<file path="src/rtl/load_store_unit.sv">
// RV64 load/store unit: turns byte/half/word/double requests into aligned
// doubleword Data_Memory accesses, with read-modify-write for narrow stores.
module load_store_unit #(
    parameter int XLEN = 64
) (
    input  logic            clock,
    input  logic            reset,
    input  logic            req_valid,
    output logic            req_ready,
    input  logic            req_is_store,
    input  logic [2:0]      req_funct3,
    input  logic [XLEN-1:0] req_addr,
    input  logic [XLEN-1:0] req_wdata,
    output logic            resp_valid,
    output logic [XLEN-1:0] resp_rdata,
    output logic            resp_error,
    output logic [XLEN-1:0] Mem_Addr,
    output logic [XLEN-1:0] Write_Data,
    output logic            memWrite,
    output logic            memRead,
    input  logic [XLEN-1:0] Read_Data
);

    typedef enum logic [1:0] {
        IDLE  = 2'd0,
        READ  = 2'd1,
        WRITE = 2'd2,
        RESP  = 2'd3
    } state_t;

    state_t          state_q, state_d;
    logic [XLEN-1:0] addr_q, addr_d;
    logic [XLEN-1:0] wdata_q, wdata_d;
    logic [XLEN-1:0] rdata_q, rdata_d;
    logic [2:0]      funct3_q, funct3_d;
    logic            store_q, store_d;
    logic            err_q, err_d;

    logic            req_misaligned;
    logic            req_illegal;
    logic            req_err;
    logic [XLEN-1:0] aligned_addr;
    logic [5:0]      lane_shift;
    logic [XLEN-1:0] ld_shifted;
    logic [XLEN-1:0] ld_data;
    logic [7:0]      size_mask;
    logic [7:0]      lane_en;
    logic [XLEN-1:0] st_shifted;
    logic [XLEN-1:0] st_merged;

    // Request classification, evaluated on the live request in IDLE.
    always_comb begin
        req_misaligned = 1'b0;
        unique case (req_funct3[1:0])
            2'b00: req_misaligned = 1'b0;
            2'b01: req_misaligned = req_addr[0];
            2'b10: req_misaligned = |req_addr[1:0];
            2'b11: req_misaligned = |req_addr[2:0];
        endcase
        req_illegal = (req_funct3 == 3'b111)
                    || (req_is_store && req_funct3[2]);
        req_err     = req_misaligned || req_illegal;
    end

    assign aligned_addr = {addr_q[XLEN-1:3], 3'b000};
    assign lane_shift   = {addr_q[2:0], 3'b000};

    // Load path: shift the addressed lane down, then extend by size/sign.
    always_comb begin
        ld_shifted = rdata_q >> lane_shift;
        ld_data    = '0;
        unique case (funct3_q[1:0])
            2'b00: ld_data = {{56{~funct3_q[2] & ld_shifted[7]}},
                              ld_shifted[7:0]};
            2'b01: ld_data = {{48{~funct3_q[2] & ld_shifted[15]}},
                              ld_shifted[15:0]};
            2'b10: ld_data = {{32{~funct3_q[2] & ld_shifted[31]}},
                              ld_shifted[31:0]};
            2'b11: ld_data = ld_shifted;
        endcase
    end

    // Store path: only the lanes covered by the access take new data.
    always_comb begin
        size_mask = 8'h00;
        unique case (funct3_q[1:0])
            2'b00: size_mask = 8'h01;
            2'b01: size_mask = 8'h03;
            2'b10: size_mask = 8'h0F;
            2'b11: size_mask = 8'hFF;
        endcase
        lane_en    = size_mask << addr_q[2:0];
        st_shifted = wdata_q << lane_shift;
        st_merged  = rdata_q;
        for (int i = 0; i < 8; i++) begin
            if (lane_en[i]) begin
                st_merged[i*8 +: 8] = st_shifted[i*8 +: 8];
            end
        end
    end

    always_comb begin
        state_d    = state_q;
        addr_d     = addr_q;
        wdata_d    = wdata_q;
        rdata_d    = rdata_q;
        funct3_d   = funct3_q;
        store_d    = store_q;
        err_d      = err_q;
        req_ready  = 1'b0;
        resp_valid = 1'b0;
        resp_rdata = '0;
        resp_error = 1'b0;
        Mem_Addr   = '0;
        Write_Data = '0;
        memWrite   = 1'b0;
        memRead    = 1'b0;

        unique case (state_q)
            IDLE: begin
                req_ready = 1'b1;
                if (req_valid) begin
                    addr_d   = req_addr;
                    wdata_d  = req_wdata;
                    funct3_d = req_funct3;
                    store_d  = req_is_store;
                    err_d    = req_err;
                    if (req_err) begin
                        state_d = RESP;
                    end else if (req_is_store
                                 && req_funct3[1:0] == 2'b11) begin
                        state_d = WRITE;
                    end else begin
                        state_d = READ;
                    end
                end
            end
            READ: begin
                memRead  = 1'b1;
                Mem_Addr = aligned_addr;
                rdata_d  = Read_Data;
                state_d  = store_q ? WRITE : RESP;
            end
            WRITE: begin
                memWrite   = 1'b1;
                Mem_Addr   = aligned_addr;
                Write_Data = st_merged;
                state_d    = RESP;
            end
            RESP: begin
                resp_valid = 1'b1;
                resp_error = err_q;
                resp_rdata = (store_q || err_q) ? '0 : ld_data;
                state_d    = IDLE;
            end
            default: state_d = IDLE;
        endcase

        // Outputs are forced quiet while reset is held so nothing leaks
        // to memory from an abandoned transaction.
        if (reset) begin
            req_ready  = 1'b0;
            resp_valid = 1'b0;
            resp_rdata = '0;
            resp_error = 1'b0;
            Mem_Addr   = '0;
            Write_Data = '0;
            memWrite   = 1'b0;
            memRead    = 1'b0;
        end
    end

    always_ff @(posedge clock) begin
        if (reset) begin
            state_q  <= IDLE;
            addr_q   <= '0;
            wdata_q  <= '0;
            rdata_q  <= '0;
            funct3_q <= '0;
            store_q  <= 1'b0;
            err_q    <= 1'b0;
        end else begin
            state_q  <= state_d;
            addr_q   <= addr_d;
            wdata_q  <= wdata_d;
            rdata_q  <= rdata_d;
            funct3_q <= funct3_d;
            store_q  <= store_d;
            err_q    <= err_d;
        end
    end

endmodule

</file>
<file path="config.mk">
export PLATFORM = sky130hd
export DESIGN_NAME = load_store_unit
export DESIGN_NICKNAME = d
export VERILOG_FILES = /design/src/rtl/load_store_unit.sv
export SDC_FILE = /design/constraint.sdc
export NUM_CORES = 1
export LEC_CHECK = 0
export BUFFER_PORTS_ARGS = -buffer_cell sky130_fd_sc_hd__buf_4
export CELL_PAD_IN_SITES_DETAIL_PLACEMENT = 1
export CELL_PAD_IN_SITES_GLOBAL_PLACEMENT = 1
export CORE_MARGIN = 10
export CORE_UTILIZATION = 35
export DETAILED_ROUTE_END_ITERATION = 8
export HOLD_SLACK_MARGIN = 0.02
export PLACE_DENSITY = 0.75
export SETUP_SLACK_MARGIN = 0.3
export SLEW_MARGIN = 0
export SYNTH_ARGS = -nofsm -noshare
export SYNTH_HDL_FRONTEND = slang
export SYNTH_SLANG_ARGS = --single-unit
</file>
<file path="constraint.sdc">
create_clock -name clock -period 3.2 [get_ports clock]
set_input_delay 0.48 -clock clock [delete_from_list [all_inputs] [get_ports clock]]
set_output_delay 0.48 -clock clock [all_outputs]
set_load 0.1 [all_outputs]
</file>
# Yosys cells after proc, flatten, opt, wreduce, memory -nomap -nowiden
# Index checks and enable logic that the tools add are counted.
[word_totals]
wordCells = 70
latch_bits = 0
mem_count = 0
ram_bits = 0
reg_bits = 199
input_bits = 199
mem_bits_ro = 0
[classes]
order_cmp = 0
n_shift = 3
div_mod_pow = 0
mul = 0
mux = 33
eq_ne = 11
n_reduce_logical = 12
add_sub_neg = 0
bitwise = 4
[op_table]
columns = ["operator", "count"]
rows = [
  ["64-bit 2-to-1 mux", 7],
  ["64-bit case mux with 4 select lines", 1],
  ["8-bit 2-to-1 mux", 8],
  ["64-bit by 6-bit << shifter with 64-bit output", 1],
  ["64-bit by 6-bit >> shifter with 64-bit output", 1],
  ["8-bit case mux with 4 select lines", 1],
  ["2-bit equality test, second input constant", 6],
  ["1-bit 2-to-1 mux", 11],
  ["2-bit case mux with 4 select lines", 1],
  ["8-bit by 3-bit << shifter with 8-bit output", 1],
  ["2-bit by 1-bit equality test with 1-bit output, second input constant", 3],
  ["2-bit logical NOT", 3],
  ["2-bit 2-to-1 mux", 3],
  ["1-bit case mux with 4 select lines", 1],
  ["2-bit OR reduction", 2],
  ["1-bit bitwise AND", 3],
  ["3-bit equality test, second input constant", 1],
  ["1-bit logical OR", 3],
  ["3-bit OR reduction", 1],
  ["1-bit logical AND", 2],
  ["2-bit inequality test, second input constant", 1],
  ["2-bit AND reduction", 1],
  ["1-bit NOT", 1],
]

# Longest topological paths before layout
# Gate-level depths: netlist (run 1).
[depth]
depth_word = 6
ltp_mapped = 9

# Worst setup path after synthesis (run 1)
# OpenSTA, ideal clock, no wires.
[synth_timing]
kind = "reg-to-output"
from = "register addr_q[1]"
to = "output Write_Data[55]"
arrival_ns = 3.889
required_time_ns = 2.720
setup_slack_ns = -1.169
path_stages_with_launch = 9
path_buffers = 4
cell_sequence = "dfxtp_1 -> buf_2 -> buf_2 -> buf_2 -> buf_2 -> mux2i_1 -> nand2_1 -> nand3_1 -> a311oi_1"
[synth_via]
elab_chain_cells = 4
[synth_rtl]
columns = ["item", "line_no", "rtl"]
rows = [
  ["start, declared", "32", "logic [XLEN-1:0] addr_q, addr_d;"],
  ["start signal, assigned", "184", "addr_q <= addr_d;"],
  ["64-bit by 6-bit << shifter with 64-bit output or 8-bit by 3-bit << shifter with 8-bit output (tied branches)", "93, 92", ""],
  ["8-bit 2-to-1 mux (*)", "96", "if (lane_en[i]) begin"],
  ["64-bit 2-to-1 mux (*)", "119", "unique case (state_q)"],
  ["64-bit 2-to-1 mux (*)", "161", "if (reset) begin"],
  ["end, declared", "18", "output logic [XLEN-1:0] Write_Data,"],
]
# Mark *: on every way between the ends. The rest lies on a longest branch, timed or not.

# Final worst setup path (run 1)
[layout_timing]
from = "register state_q[1]"
to = "output resp_rdata[41]"
[layout_via]
elab_chain_cells = 3
[layout_rtl]
columns = ["item", "line_no", "rtl"]
rows = [
  ["start, declared", "31", "state_t state_q, state_d;"],
  ["start signal, assigned", "183", "state_q <= state_d;"],
  ["2-bit equality test", "119", ""],
  ["64-bit 2-to-1 mux", "119", ""],
  ["64-bit 2-to-1 mux", "161", ""],
  ["end, declared", "15", "output logic [XLEN-1:0] resp_rdata,"],
]
# Every way passes these cells.

==> results.txt, run 1 <==
Measured along the y axis, the die boundary spans 207 um. The run gives 2 as the maximum count of clock buffers along a single path. For the pin with the worst max-slew slack, the measured transition is 1.10 ns. The maximum fanout count along the critical path is 11, and the multi-input combinational cell area is 9460 sq um. For the total CTS buffers, the log shows 17. Once placement finished, the instance area stood at 17200 sq um. The worst setup path is captured at an output pin. The I/O pin count is 396, and the summed instance area of the synthesized netlist is 12300 sq um. For the initial antenna violation count, the log shows 8. Clock input transition at the sequential cells of the worst setup and hold paths: 0.09 ns.

The tools report the via count of the first global-routing pass as 14500. Across the VDD grid, the largest voltage drop is 446 uV. In this run the remaining antenna-violating nets after routing total 0.

In the final design database the tool counted 2131 nets. The maximum clock frequency was 296 MHz. The run gives 7.28 nW as the leakage power. TritonCTS built the clock tree. The overall global routing resource usage was 0.288; the number of detailed-routing iterations run before antenna repair was 5. The share of async-settable or async-resettable flops after synthesis came out at 0. The effective utilization at floorplan was 0.355. The detailed router's first-iteration violation count is 1074.

Subtracting the final worst setup slack from the clock period gives 3.38 ns. Topmost layer with routed signal wires: met5. The part of the cycle the worst path needs came out at 1.06.

The worst slew slack as a fraction of its limit is 0.267. The remaining design rule violation count is 0. Setup violations remaining at the end of the flow were counted as 56. After synthesis, the netlist uses 53 different library cells. The checks that failed: negative setup slack.

The most used flip-flop cell after synthesis is dfxtp_1. The floorplan step defined a die boundary enclosing 43000 sq um. At the worst endpoint, the arrival time is 2.90 ns. Entering global routing, the biggest net connects 110 pins.

The number of input and output port buffers inserted works out to 392. The path class of the lowest-slack min-delay path was input pin to flip-flop. At the placement stage, the worst setup path has a slack of 0.0895 ns. The run gives 0.325 as the proportion of synthesized chip area in sequential cells. The final worst setup slack came out at -0.181 ns. The register area came out at 4000 sq um. The worst-case clock skew was 0.00915 ns.

Worst endpoint required time: 2.72 ns. At the end of routability-driven placement, the weighted congestion stood at 0.965. For the final routed database, the setup TNS stands at -7.26 ns. The logs give 0.248 ns for the smallest hold slack and 0 for the count of synthesis-stage warnings from yosys. In this run, synthesis produced a sequential element count of 199. Wires add up to 67500 um.

The number of hold-slack violations in the final timing report was 0; the H-tree depth reported by CTS was 4. The layout cell share with drive strength beyond 1 came out at 0.402. Global-route wire length before repair: 96000 um. The start-to-end type of the worst setup path is flip-flop to output pin. The number of enable-type register cells in the synthesized netlist came out at 0. After detailed routing, the met2 layer carries 34000 um of wire. The x dimension of the die is 207 um, and the total number of placement rows is 68.

Nature of the critical path startpoint: a flip-flop. The tool flagged a number of max-cap violations equal to 0. The area of all placed cells without fillers was 20100 sq um; the average size of a mapped cell was 7.79 sq um. Counting every instance in the synthesized netlist gives 1576. For the wire length on met1, the log shows 24800 um.

The clock reaches the later pin of the worst-skew pair after 0.47 ns. The run finished, with violations left. For this design the ratio of total power to cell area is 674 nW/um^2. Summed over all layers, the global routing overflow is 0.

In the routed layout, each cell is associated on average with a via count of 5.83. After floorplanning, the core was sized to cover 34500 sq um. Average routed wire per standard cell: 28.1 um.

Wire segments on met3 add up to 5000 um in the final route. The clock net in this run drives a total of 199 sinks. The number of max-slew violations in the final report was 0; the overall power was 13.5 mW. Setup repair after global routing could not meet its margin everywhere. Overall via count from detail_route: 14000.

The area added between synthesis and finish is 63.6%. The clock root buffer master is clkbuf_16. Total half-perimeter wirelength after legalization and detailed placement: 47200 um. The layout has 3826 filler cells.
what timing repair did:
action                                  in CTS  in global routing
gates cloned                                 5                  6
setup buffers                                6                  5
endpoints found under the setup margin     162                188
pin swaps                                   10                  8
gates resized for setup                    302                164
hold buffers                                 0                  0
worst max-delay path, stage by stage, from the launching register on:
cell and delay, ns:
dfxtp_2 0.36, ha_4 0.13, or4b_4 0.48, a221o_1 0.31, o32a_4 0.47, buf_16 0.24, a31oi_4 0.21, buf_12 0.20
state kept, by name, summed over array words and instances, names as in the netlist:
register,flops
addr_q,64
err_q,1
rdata_q,64
state_q,2
store_q,1
funct3_q,3
wdata_q,64
Yosys cell counts (all sizes together), types with 35 or more instances:
library cell | n | area [sq um]
a21oi | 190 | 955
a31oi | 50 | 313
and2 | 72 | 450
buf | 52 | 277
clkbuf | 101 | 379
dfxtp | 199 | 3980
mux2i | 174 | 1740
mux4 | 35 | 788
nand2 | 370 | 1390
nor2 | 114 | 428
o21ai | 48 | 240
metrics by stage:
step | util | cells
after CTS | 0.556 | 2384
after global routing | 0.581 | 2397
final | 0.581 | 2399
after detailed placement | 0.497 | 2341
after floorplan | - | 1578
after global placement | 0.497 | 2341
report_power, final:
part           internal, mW  leakage, nW  switching, mW  total (mW)
logic                  2.64         5.35           4.84        7.48
registers              2.99         1.63          0.788        3.78
clock network          1.12        0.292           1.15        2.27
total                  6.75         7.28           6.78        13.5
metal layers:
| layer | vias to the layer above | track usage |
|---|---|---|
| met5 | - | 0 |
| met4 | 8 | 0.152 |
| li1 | 6201 | - |
| met2 | 653 | 0.498 |
| met1 | 6913 | 0.320 |
| met3 | 202 | 0.0725 |
cells by family after synthesis:
group / after synthesis / synth area share
AND/OR/NAND/NOR: 602 / 0.209
multiplexers: 226 / 0.222
buffers and inverters: 164 / 0.0568
adder cells (fa/ha/maj): 5 / 0.00510
flip-flops: 199 / 0.325
AO/OA/AOI/OAI: 379 / 0.182
other: 1 / 0.000305
cells in the final DEF, fill, tap and decap left out, drive strengths merged, types with 9 or more instances in the layout:
cell	n
a211oi	14
a21oi	190
a31oi	50
and2	72
buf	478
clkbuf	20
dfxtp	199
inv	16
mux2	17
mux2i	174
mux4	35
nand2	370
nor2	114
nor2b	17
o21ai	48
o22ai	12
o2bb2ai	15
o31ai	9
final timing paths:
check | end | cells past startpoint | slack [ns] | start
setup / recovery | resp_rdata[41] | 7 | -0.18 | state_q[1]$_SDFFE_PP0P_
hold / removal | wdata_q[63]$_SDFFE_PP0P_ | 3 | 0.25 | req_wdata[63]
setup reg to reg | wdata_q[54]$_SDFFE_PP0P_ | 8 | 0.86 | state_q[1]$_SDFFE_PP0P_
hold reg to reg | addr_q[29]$_SDFFE_PP0P_ | 2 | 0.45 | addr_q[29]$_SDFFE_PP0P_
final cells by class:
cell class	count	area share
clock buffers	17	0.0212
inverters	11	0.00224
repair buffers	481	0.268
repair inverters	1	0.000374
clock inverters	15	0.00891
flip-flops and latches	199	0.199
multi-input cells	1216	0.471
well taps	455	0.0283
diodes	4	0.000498
Note: power is estimated with default switching activity, not from simulation.
==> run 2, diff against run 1 <==
CORE_MARGIN = 2   (was 10)
GPL_TIMING_DRIVEN = 0   (was not set)
==> results.txt, run 2 (synthesized netlist as in run 1, its figures left out) <==
The floorplan die height was 191 um (was 207 um); the initial antenna violation count was 5 (was 8). The stage delay of the slowest cell on the critical path is 0.47 ns (was 0.48 ns), and the via count of the first global-routing pass is 15800 (was 14500). The worst endpoint required time is 2.72 ns (about the same). Highest-count cells in the layout ignoring fill and taps: nand2_1 (340), buf_4 (309), dfxtp_1 (193) (was nand2_1 (369), buf_4 (277), dfxtp_1 (192)).

For the number of hold-slack violations in the final timing report, the log shows 0 (unchanged). The smallest hold slack is 0.242 ns (was 0.248 ns), and the final worst setup slack is -0.525 ns (was -0.181 ns). The tools report the critical path capture point type as an output pin (unchanged).

The total half-perimeter wirelength after legalization and detailed placement is 51700 um (was 47200 um), and the power per cell area is 683 nW/um^2 (was 674 nW/um^2). Start-to-end type of the worst setup path: flip-flop to output pin (unchanged). The detailed-route vias per instance works out to 6.30 (was 5.83). The post-route minimum period is 3.73 ns (was 3.38 ns).

The number of detailed-routing iterations run before antenna repair was 7 (was 5). The run gives 1905 (was 1074) as the detailed router's first-iteration violation count. The destination of the worst hold path was rdata_q[40]$_SDFFE_PP0N_ (was wdata_q[63]$_SDFFE_PP0P_). The logs give 0.250 (was 0.267) for the worst slew slack as a fraction of its limit and 0 (unchanged) for the remaining design rule violation count. Setup repair after global routing could not meet its margin everywhere. TritonCTS built the clock tree.

The setup-violating endpoint count in the final report was 72 (was 56). The share of the core filled with cells came out at 0.655 (was 0.581). The startpoint of the most critical register-to-register path was state_q[0]$_SDFFE_PP0P_ (was state_q[1]$_SDFFE_PP0P_). Total CTS buffers: 17 (unchanged). The maximum clock frequency is 268 MHz (was 296 MHz).

The run gives 17200 sq um (about the same) as the placed instance area. The maximum count of clock buffers along a single path was 2 (unchanged). The slowest cell on the critical path was or4b_4 (unchanged).

Largest registers in the final layout: addr_q (64), rdata_q (64), wdata_q (64) (unchanged). Layout cell share with drive strength beyond 1: 0.455 (was 0.402). The number of input and output port buffers inserted was 392 (unchanged).

The transition time at the pin with the least slew margin was 1.13 ns (was 1.10 ns); the x dimension of the die was 191 um (was 207 um). The part of the cycle the worst path needs was 1.16 (was 1.06); the number of sinks driven by the clock tree was 199 (unchanged). Overall power: 15.4 mW (was 13.5 mW). The count of cells along the worst register-to-register path works out to 8 (unchanged). The maximum fanout count along the critical path is 7 (was 11), and the routed wire length is 86100 um (was 67500 um).

The tools report the capturing point of the worst reg2reg path as wdata_q[61]$_SDFFE_PP0P_ (was wdata_q[54]$_SDFFE_PP0P_). The logs give 0 (unchanged) for the count of maximum capacitance violations and 22600 sq um (was 20100 sq um) for the area of all placed cells without fillers. The final cell count without fillers was 2552 (was 2399); the maximum number of pins on one net before global-route repair was 20 (was 110).

The average routed wire per standard cell works out to 33.7 um (was 28.1 um). The most numerous cell on the critical path is buf_12. The clock input transition at the sequential cells of the worst setup and hold paths is 0.09 ns (about the same).

The global placer's final weighted congestion came out at 1.00 (was 0.965). The tools report the global-route wire length before repair as 107000 um (was 96000 um). The path class of the lowest-slack min-delay path was input pin to flip-flop (unchanged).

The placeable core region was 34500 sq um (unchanged). The hold path depth works out to 3 (unchanged). The worst-case setup slack after placement came out at -0.292 ns (was 0.0895 ns). Critical-path cell list: ha_4 > or4b_4 > buf_12 > a221o_1 > o32a_4 > buf_12 > buf_16 > a21oi_4 > buf_12 (was ha_4 > or4b_4 > a221o_1 > o32a_4 > buf_16 > a31oi_4 > buf_12). The remaining antenna violation count was 0 (unchanged). Leakage power: 8.18 nW (was 7.28 nW). The overall global routing resource usage came out at 0.401 (was 0.288).

Violations in the final reports: negative setup slack (unchanged). The run gives 16100 (was 14000) as the overall via count from detail_route. The tools report the total number of placement rows as 68 (unchanged).

The number of nets in the final layout is 2285 (was 2131). The most frequent standard cell in the layout excluding fill and tap cells is nand2_1 (unchanged). Number of buffers added to fix hold violations after cts: 0 (unchanged). The run gives 490 uV (was 446 uV) as the largest vdd supply drop.

H-tree depth reported by CTS: 4 (unchanged). Number of max-slew violations in the final report: 0 (unchanged). The area added between synthesis and finish works out to 84.2% (was 63.6%).

The setup TNS is -18.29 ns (was -7.26 ns). The clock root buffer master was clkbuf_16 (unchanged). Start point of the worst hold path: Read_Data[40] (was req_wdata[63]). The run gives 396 (unchanged) as the I/O pin count. The die area is 36600 sq um (was 43000 sq um).

The tools report the nature of the critical path startpoint as a flip-flop (unchanged). The flow ran to the end, but the final reports show violations. The source-to-sink clock delay at the later pin of the worst-skew pair was 0.49 ns (was 0.47 ns); the worst-case clock skew was 0.0223 ns (was 0.00915 ns).

The run gives 2425 (was 2341) as the number of placed instances with taps included. The sum of overflow across all layers after global routing was 0 (unchanged). The arrival time of data at the critical path endpoint was 3.25 ns (was 2.90 ns).

The effective utilization at floorplan is 0.355 (unchanged). Worst setup slack for register-to-register paths: 0.28 ns (was 0.86 ns).
[run 2: cell count changes in the layout (fill, tap and decap cells not counted), sizes merged]
| cell | before | now |
|---|---|---|
| clkinvlp | 3 | 1 |
| clkinv | 7 | 8 |
| a32o | 2 | 1 |
| clkbuf | 20 | 112 |
| buf | 478 | 542 |
| diode | 4 | 3 |
[run 2: layout make-up]
cell class	count	area, sq um
diodes	3	7.51
plain buffers	153	1290
inverters	11	42.5
flip-flops and latches	199	3990
repair buffers	484	5670
well taps	455	569
clock buffers	17	425
fillers	3700	11900
multi-input cells	1215	10500
clock inverters	15	161
[run 2: worst max-delay path, delay by kind of cell, from the launching register on]
| family | cells | cell delay (ns) |
|---|---|---|
| adder cells (fa/ha/maj) | 1 | 0.15 |
| AO/OA/AOI/OAI | 3 | 1.05 |
| buffers and inverters | 4 | 0.70 |
| AND/OR/NAND/NOR | 1 | 0.47 |
| flip-flops | 1 | 0.38 |
[run 2: worst max path at each step]
| stage | from | end |
|---|---|---|
| after CTS | state_q[1]$_SDFFE_PP0P_ | resp_rdata[59] |
| after detailed placement | addr_q[1]$_SDFFE_PP0P_ | resp_rdata[34] |
| after global routing | state_q[0]$_SDFFE_PP0P_ | resp_rdata[23] |
| final | state_q[0]$_SDFFE_PP0P_ | resp_rdata[23] |
| after global placement | addr_q[0]$_SDFFE_PP0P_ | Write_Data[39] |
| after floorplan | addr_q[1]$_SDFFE_PP0P_ | Write_Data[55] |
[run 2: power by group]
part           leakage, nW  internal (mW)  switching (mW)
sequential            1.63           2.98            1.06
combinational         6.26           3.31            5.81
clock                0.288           1.11            1.17
total                 8.18           7.40            8.04
[run 2: routing by layer]
metal  GRT usage  wire length, um  up-vias
met3       0.116            10800      508
met2       0.648            38100     1233
li1            -                -     6525
met4       0.278             8280        6
met5           0              121        -
met1       0.457            28800     7796
[run 2: timing repair]
item | 4_1_cts | 5_1_grt
hold endpoints to repair | 0 | 0
buffers inserted | 49 | 34
resized for setup | 642 | 265
endpoints found under the setup margin | 190 | 172
pin swaps | 50 | 82
gates cloned | 6 | 3
